===== src/rtl/program_loader.sv =====
`default_nettype none
// ============================================================================
// program_loader : framed, checksummed byte-stream loader for the rv32i
//                  instruction/data BRAMs; releases the core on 'G'.
// Revision 1.0
// ============================================================================

module program_loader #(
    parameter int  ADDR_WIDTH = 12,
    parameter int  MAX_WORDS  = 1024,
    localparam int DATA_WIDTH = 32
) (
    input  logic                  clk,
    input  logic                  rst,
    input  logic                  s_valid,
    input  logic [7:0]            s_data,
    output logic                  s_ready,
    output logic [ADDR_WIDTH-1:0] w_addr,
    output logic [DATA_WIDTH-1:0] w_dat,
    output logic [3:0]            w_byte_enb,
    output logic                  i_w_enb,
    output logic                  d_w_enb,
    output logic                  pc_stall,
    output logic                  d_bram_init_done,
    output logic                  busy,
    output logic                  error
);

    localparam int         IDX_W = ADDR_WIDTH - 2;
    localparam logic [7:0] CMD_I = 8'h49;
    localparam logic [7:0] CMD_D = 8'h44;
    localparam logic [7:0] CMD_G = 8'h47;

    typedef enum logic [2:0] {
        ST_IDLE    = 3'd0,
        ST_CNT_LO  = 3'd1,
        ST_CNT_HI  = 3'd2,
        ST_PAYLOAD = 3'd3,
        ST_WRITE   = 3'd4,
        ST_CHECK   = 3'd5,
        ST_RUN     = 3'd6,
        ST_ERROR   = 3'd7
    } state_t;

    state_t                  state_q, state_d;
    logic [IDX_W-1:0]        idx_q, idx_d;
    logic [15:0]             cnt_q, cnt_d;
    logic [7:0]              sum_q, sum_d;
    logic [DATA_WIDTH-1:0]   word_q, word_d;
    logic [1:0]              bcnt_q, bcnt_d;
    logic                    tgt_q, tgt_d;          // 1 = data BRAM

    logic                    s_ready_q, s_ready_d;
    logic [ADDR_WIDTH-1:0]   w_addr_q, w_addr_d;
    logic [DATA_WIDTH-1:0]   w_dat_q, w_dat_d;
    logic                    i_we_q, i_we_d;
    logic                    d_we_q, d_we_d;
    logic                    pc_stall_q, pc_stall_d;
    logic                    done_q, done_d;
    logic                    busy_q, busy_d;
    logic                    error_q, error_d;

    logic                    byte_fire;
    logic [15:0]             cnt_new;
    logic                    last_word;

    assign byte_fire = s_valid && s_ready_q;
    assign cnt_new   = {s_data, cnt_q[7:0]};
    assign last_word = (16'(idx_q) + 16'd1) == cnt_q;

    always_comb begin
        state_d  = state_q;
        idx_d    = idx_q;
        cnt_d    = cnt_q;
        sum_d    = sum_q;
        word_d   = word_q;
        bcnt_d   = bcnt_q;
        tgt_d    = tgt_q;
        w_addr_d = w_addr_q;
        w_dat_d  = w_dat_q;
        i_we_d   = 1'b0;
        d_we_d   = 1'b0;

        case (state_q)
            ST_IDLE: begin
                if (byte_fire) begin
                    if (s_data == CMD_I || s_data == CMD_D) begin
                        state_d = ST_CNT_LO;
                        tgt_d   = (s_data == CMD_D);
                        idx_d   = '0;
                        sum_d   = '0;
                        bcnt_d  = '0;
                    end else if (s_data == CMD_G) begin
                        state_d = ST_RUN;
                    end else begin
                        state_d = ST_ERROR;
                    end
                end
            end
            ST_CNT_LO: begin
                if (byte_fire) begin
                    cnt_d[7:0] = s_data;
                    sum_d      = sum_q + s_data;
                    state_d    = ST_CNT_HI;
                end
            end
            ST_CNT_HI: begin
                if (byte_fire) begin
                    cnt_d = cnt_new;
                    sum_d = sum_q + s_data;
                    if (cnt_new == 16'd0 || int'(cnt_new) > MAX_WORDS)
                        state_d = ST_ERROR;
                    else
                        state_d = ST_PAYLOAD;
                end
            end
            ST_PAYLOAD: begin
                if (byte_fire) begin
                    // Shift in from the top so the first byte ends in [7:0].
                    word_d = {s_data, word_q[DATA_WIDTH-1:8]};
                    sum_d  = sum_q + s_data;
                    bcnt_d = bcnt_q + 2'd1;
                    if (bcnt_q == 2'd3) begin
                        state_d  = ST_WRITE;
                        w_addr_d = {idx_q, 2'b00};
                        w_dat_d  = word_d;
                        i_we_d   = !tgt_q;
                        d_we_d   = tgt_q;
                    end
                end
            end
            ST_WRITE: begin
                idx_d   = idx_q + 1'b1;
                state_d = last_word ? ST_CHECK : ST_PAYLOAD;
            end
            ST_CHECK: begin
                if (byte_fire)
                    state_d = (s_data == sum_q) ? ST_IDLE : ST_ERROR;
            end
            ST_RUN:   state_d = ST_RUN;
            ST_ERROR: state_d = ST_ERROR;
            default:  state_d = ST_ERROR;
        endcase

        s_ready_d  = (state_d == ST_IDLE)    || (state_d == ST_CNT_LO) ||
                     (state_d == ST_CNT_HI)  || (state_d == ST_PAYLOAD) ||
                     (state_d == ST_CHECK);
        busy_d     = !((state_d == ST_IDLE) || (state_d == ST_RUN) ||
                       (state_d == ST_ERROR));
        error_d    = (state_d == ST_ERROR);
        // Core release lags RUN entry by one cycle.
        pc_stall_d = (state_q != ST_RUN);
        done_d     = (state_q == ST_RUN);
    end

    always_ff @(posedge clk) begin
        if (rst) begin
            state_q    <= ST_IDLE;
            idx_q      <= '0;
            cnt_q      <= '0;
            sum_q      <= '0;
            word_q     <= '0;
            bcnt_q     <= '0;
            tgt_q      <= 1'b0;
            s_ready_q  <= 1'b0;
            w_addr_q   <= '0;
            w_dat_q    <= '0;
            i_we_q     <= 1'b0;
            d_we_q     <= 1'b0;
            pc_stall_q <= 1'b1;
            done_q     <= 1'b0;
            busy_q     <= 1'b0;
            error_q    <= 1'b0;
        end else begin
            state_q    <= state_d;
            idx_q      <= idx_d;
            cnt_q      <= cnt_d;
            sum_q      <= sum_d;
            word_q     <= word_d;
            bcnt_q     <= bcnt_d;
            tgt_q      <= tgt_d;
            s_ready_q  <= s_ready_d;
            w_addr_q   <= w_addr_d;
            w_dat_q    <= w_dat_d;
            i_we_q     <= i_we_d;
            d_we_q     <= d_we_d;
            pc_stall_q <= pc_stall_d;
            done_q     <= done_d;
            busy_q     <= busy_d;
            error_q    <= error_d;
        end
    end

    assign s_ready          = s_ready_q;
    assign w_addr           = w_addr_q;
    assign w_dat            = w_dat_q;
    assign w_byte_enb       = (i_we_q || d_we_q) ? 4'b1111 : 4'b0000;
    assign i_w_enb          = i_we_q;
    assign d_w_enb          = d_we_q;
    assign pc_stall         = pc_stall_q;
    assign d_bram_init_done = done_q;
    assign busy             = busy_q;
    assign error            = error_q;

endmodule

`default_nettype wire


===== config.mk =====
export PLATFORM = sky130hd
export DESIGN_NAME = program_loader
export DESIGN_NICKNAME = d
export VERILOG_FILES = /design/src/rtl/program_loader.sv
export SDC_FILE = /design/constraint.sdc
export NUM_CORES = 1
export LEC_CHECK = 0
export CORE_MARGIN = 3
export CORE_UTILIZATION = 40
export CTS_BUF_LIST = sky130_fd_sc_hd__clkbuf_8 sky130_fd_sc_hd__clkbuf_16
export DETAILED_ROUTE_END_ITERATION = 10
export HOLD_SLACK_MARGIN = 0.06
export RECOVER_POWER = 100
export SYNTH_ARGS = -nofsm -noshare
export SYNTH_HDL_FRONTEND = slang
export SYNTH_SLANG_ARGS = --single-unit

===== constraint.sdc =====
create_clock -name clk -period 3.3 [get_ports clk]
set_clock_uncertainty 0.1 [all_clocks]
set_input_delay 0.66 -clock clk [delete_from_list [all_inputs] [get_ports clk]]
set_output_delay 0.66 -clock clk [all_outputs]
set_load 0.01 [all_outputs]

=== Word-level counts from Yosys, hierarchy flattened ===
Index checks and enable logic that the tools add are counted.

* Flip-flop bits (word level): 121
* Logic and storage cells: 104

* Add/sub/neg operators: 4
* Order comparisons: 1
* Eq/ne operators: 24
* Mux-type cells: 26
* Bitwise logic cells: 4
* Reduce and logical (&&, ||, !) cells: 28

{| class="wikitable"
|+ Operator list
! kind !! count
|-
| $mux 8 || 4
|-
| $pmux 8 s2 || 2
|-
| $mux 3 || 10
|-
| $eq 8x7->1 const B || 3
|-
| $pmux 3 s8 || 1
|-
| $eq 3x3->1 const B || 7
|-
| $mux 10 || 2
|-
| $pmux 10 s2 || 1
|-
| $eq 11x16->1 || 1
|-
| $gt 16x11->1 const B || 1
|-
| $logic_not 16->1 || 1
|-
| $eq 3x2->1 const B || 4
|-
| $reduce_and 3->1 || 4
|-
| $add 10x1->11 const B || 1
|-
| $add 10x1->10 const B || 1
|-
| $logic_or 1x1->1 || 9
|-
| $add 8x8->8 || 1
|-
| $eq 8x8->1 || 1
|-
| $reduce_and 4->1 || 2
|-
| $eq 3x1->1 const B || 2
|-
| $logic_not 3->1 || 2
|-
| $mux 2 || 3
|-
| $ne 2x2->1 const B || 3
|-
| $reduce_bool 2->1 || 3
|-
| other kinds (13) || 18
|}

=== Logic depth before layout (Yosys ltp) ===
* Depth in word-level cells: 10
* Gate-level depth with buffers: 10
* Gate-level depth less buffers: 10

=== Worst setup path after synthesis ===
No wires, ideal clock.

* Path type: input port to flip-flop
* Start: input port s_data[5]
* End: register busy_q (netlist: busy)
* Setup time: 0.086 ns
* Arrival time: 2.647 ns
* Data required time: 3.114 ns
* Slack: 0.466 ns
* Cell stages on the path: 8
* Path buffers: 0
* Cell sequence: ha_1 or4_1 or4_1 nand2_1 a22oi_1 o21ai_0 a21oi_1 a221oi_2

* Cells in the longest elaborated chain, start to end: 9
* Elaborated cells on any way between the ends: 22
* Classes of those cells: 1 x order compare; 6 x eq/ne; 8 x mux; 7 x reduce/logical

{| class="wikitable"
|+ RTL lines
! element !! RTL line !! RTL
|-
| from (decl) || 16 || <nowiki>input logic [7:0] s_data,</nowiki>
|-
| $gt 16x11->1 (tied with other cells) || 111 || <nowiki>if (cnt_new == 16'd0 || int'(cnt_new) > MAX_WORDS)</nowiki>
|-
| $logic_or 1x1->1 (tied with other cells) || 111 ||
|-
| $mux 3 (on tied branches) || 111, 87 ||
|-
| $mux 3 (on tied branches) || 108, 86 ||
|-
| $pmux 3 s8 * || 84 || <nowiki>case (state_q)</nowiki>
|-
| $eq 3x3->1 / $logic_not 3->1 (equally long branches) || 148 || <nowiki>busy_d = !((state_d == ST_IDLE) || (state_d == ST_RUN) ||</nowiki>
|-
| $logic_or 1x1->1 || 148 ||
|-
| $logic_or 1x1->1 * || 148 ||
|-
| $logic_not 1->1 * || 148 ||
|-
| to (signal assigned) || 189 || <nowiki>busy_q <= busy_d;</nowiki>
|-
| to (decl) || 60 || <nowiki>logic busy_q, busy_d;</nowiki>
|}

Mark *: on every way between the ends. The rest lies on a longest branch, timed or not.
A chain may end at the register's enable or synchronous reset.

=== Worst setup path after layout ===
* Start: input port s_data[4]
* End: register busy_q (netlist: busy)

The elaborated chain is that of the path after synthesis.

==> results_dict.tcl <==
set metrics [dict create \
    place_ws_ns -0.213 \
    grt_antenna_before_repair 0 \
    maxCapViolCount 0 \
    endpoint "busy" \
    path_cells "clkdlybuf4s50_1 > ha_1 > or4_1 > or4_1 > nand2_1 > a22oi_1 > o21ai_0 > a21oi_1 > a221oi_2" \
    fp.dieW_um 119 \
    worst-path-stages 9 \
    viasPerCell 5.19 \
    seq_area_frac_synth 0.446 \
    cp_max_fo 3 \
    rr_worst_depth 8 \
    worst_pin_slew_ns 1.11 \
    drive_above_1_share 0.0832 \
    hold_path.class "register to register" \
    criticalPathCategory "input port to register" \
    crit_slowest_cell "or4_1" \
    pin_count 66 \
    synthFlopType "dfxtp_1" \
    yosysWarnings 0 \
    leakage_nw 2.46 \
    worstPathRequired_ns 3.52 \
    hpwl_um 8860 \
    first_global_vias 4543 \
    gr-usage-all-layers 0.195 \
    fin_area_mm2 0.00646 \
    synth_edf_count 0 \
    regToRegSetupSlack_ns 0.46 \
    grt_pass1_wl_um 22500 \
    clockBufferDepth 2 \
    die_h_um 119 \
    synth_cell_types 57 \
    synthCells 650 \
    cts_root_buf "clkbuf_16" \
    start_util 0.415 \
    slowest_delay_ns 0.54 \
    dieArea_mm2 0.0141 \
    finalSetupTns_ns 0 \
    port_buffers 63 \
    grt_max_degree 85 \
    clk_latency_ns 0.41 \
    diodes 0 \
    post-route-period-util 0.948 \
    htree_levels 4 \
    r2r_end "s_ready" \
    postSynth.asyncResetShare 0 \
    placed_area_mm2 0.00595 \
    cts.sinks 113 \
    period_needed_ns 3.13 \
    ctsResizeCount 0 \
    fmax_ghz 0.320 \
    drc 0 \
    num_rows 40 \
    hold_buffers 0 \
    grt-ovfl-total 0 \
    setup_ws_ns 0.172 \
    wire_per_inst_um 14.7 \
    cts_tree "done" \
    relSlewSlack 0.260 \
    status "finished clean" \
    cts_setup_buffers 0 \
    worst-path-buf-inv 1 \
    rsz0062_at_grt "no" \
    nNetsFinal 733 \
    endpoint_kind "register" \
    drt_iter0_markers 436 \
    final-setup-viol-count 0 \
    drv_slew 0 \
    postSynthAreaPerCell_um2 7.80 \
    fill_cells 1231 \
    coreArea_mm2 0.0122 \
    wirelength_um 13100 \
    cp-startpoint "s_data[4]" \
    synthesis.area_mm2 0.00507 \
    final_antenna_net_count 0 \
    area_delta_synth_final_pct 27.3 \
    cts_buffers 17 \
    clkSlewWorstSetupHoldPaths_ns 0.05 \
    gp_congestion 0.854 \
    crit_path_start_kind "input port" \
    arrival_ns 3.35 \
    finalHoldViolCount 0 \
    powerDensity_mw_per_mm2 609 \
    drt_pass1_iterations 4 \
    rr_startpoint "idx_q[1]" \
    crit_path_frequent_cell "or4_1" \
    vias 4615 \
    ys_ff_latch 113 \
    peakVddDrop_mv 0.327 \
    cp_top_family "simple AND/OR/NAND/NOR gates" \
]
==> cell usage in the layout, fill, tap and decap left out, types with 8 or more instances in the layout <==
cell,n
inv_1,11
dfxtp_1,113
xnor2_1,10
nand3_1,11
dlygate4sd3_1,55
xor2_1,8
nand2_1,162
nor2_1,44
buf_4,20
nor3_1,14
ha_1,9
clkbuf_16,17
o21ai_0,16
mux2i_1,10
a21oi_1,98
==> routing by layer <==
| layer | GRT usage | share of wire | up-vias |
|---|---|---|---|
| met5 | 0 | 0 | - |
| met4 | 0.0717 | 0.017 | 0 |
| met3 | 0.0469 | 0.042 | 22 |
| met2 | 0.310 | 0.47 | 95 |
| met1 | 0.258 | 0.47 | 2159 |
| li1 | - | - | 2339 |
==> worst min-delay path by stage <==
stage	startpoint	to	slack (ns)	cells after the start
detailed placement	tgt_q	i_w_enb	0.34	1
finish	w_addr[4]	w_addr[4]	0.35	2
floorplan	tgt_q	i_w_enb	0.32	1
global placement	tgt_q	i_w_enb	0.33	1
CTS	w_addr[7]	w_addr[7]	0.35	2
global route	word_q[11]	w_dat[3]	0.36	2
==> cell type report <==
type                    count  area [um^2]  share of cell area
clock buffers              19          453              0.0702
clock inverters             9         95.1              0.0147
repair buffers             92          827               0.128
well taps                 168          210              0.0326
multi-input cells         479         2570               0.399
inverters                   9         33.8             0.00523
flip-flops and latches    113         2260               0.350
==> sequential cells by signal, summed over array words and instances (netlist names), 2 cells and up <==
name	count
state_q	3
w_dat	32
sum_q	8
idx_q	10
w_addr	10
bcnt_q	2
word_q	24
cnt_q	16
==> kinds of logic (layout without fill, tap and decap cells) <==
family,count (synthesis),after routing,synth area share
mux,10,10,0.0197
xor+xnor,18,18,0.0311
flops,113,113,0.446
fa+ha+maj,10,10,0.0262
compound gates,145,145,0.163
other cells,1,2,0.000739
buf+inv,59,129,0.0474
simple gates,294,294,0.266
==> worst reg2reg max path, delay by kind of cell (launching register included) <==
kind | cells | cell delay (ns)
flops | 1 | 0.43
simple gates | 5 | 1.28
fa+ha+maj | 1 | 0.36
compound gates | 2 | 0.55
==> cell usage after synthesis, drive strengths merged (9+ instances only) <==
library cell | count | area share
nand2 | 162 | 0.12
dfxtp | 113 | 0.45
a21oi | 98 | 0.097
nor2 | 45 | 0.033
clkbuf | 44 | 0.033
o21ai | 17 | 0.017
nor3 | 14 | 0.014
nand3 | 11 | 0.011
mux2i | 10 | 0.020
xnor2 | 10 | 0.017
ha | 9 | 0.022
inv | 9 | 0.0067
==> through the flow <==
stage	hold WS, ns	utilization	power [mW]	cells
floorplan	0.316	-	2.01	651
global placement	0.335	0.487	2.25	861
detailed placement	0.342	0.487	2.27	861
CTS	0.353	0.532	3.99	889
global route	0.365	0.529	4.12	889
finish	0.346	0.529	3.93	889
==> report_power, final <==
part / switching, mW / internal (mW)
Clock: 0.589 / 1.12
Combinational: 0.403 / 0.304
Sequential: 0.0849 / 1.43
Power figures use the tool's default switching activity.
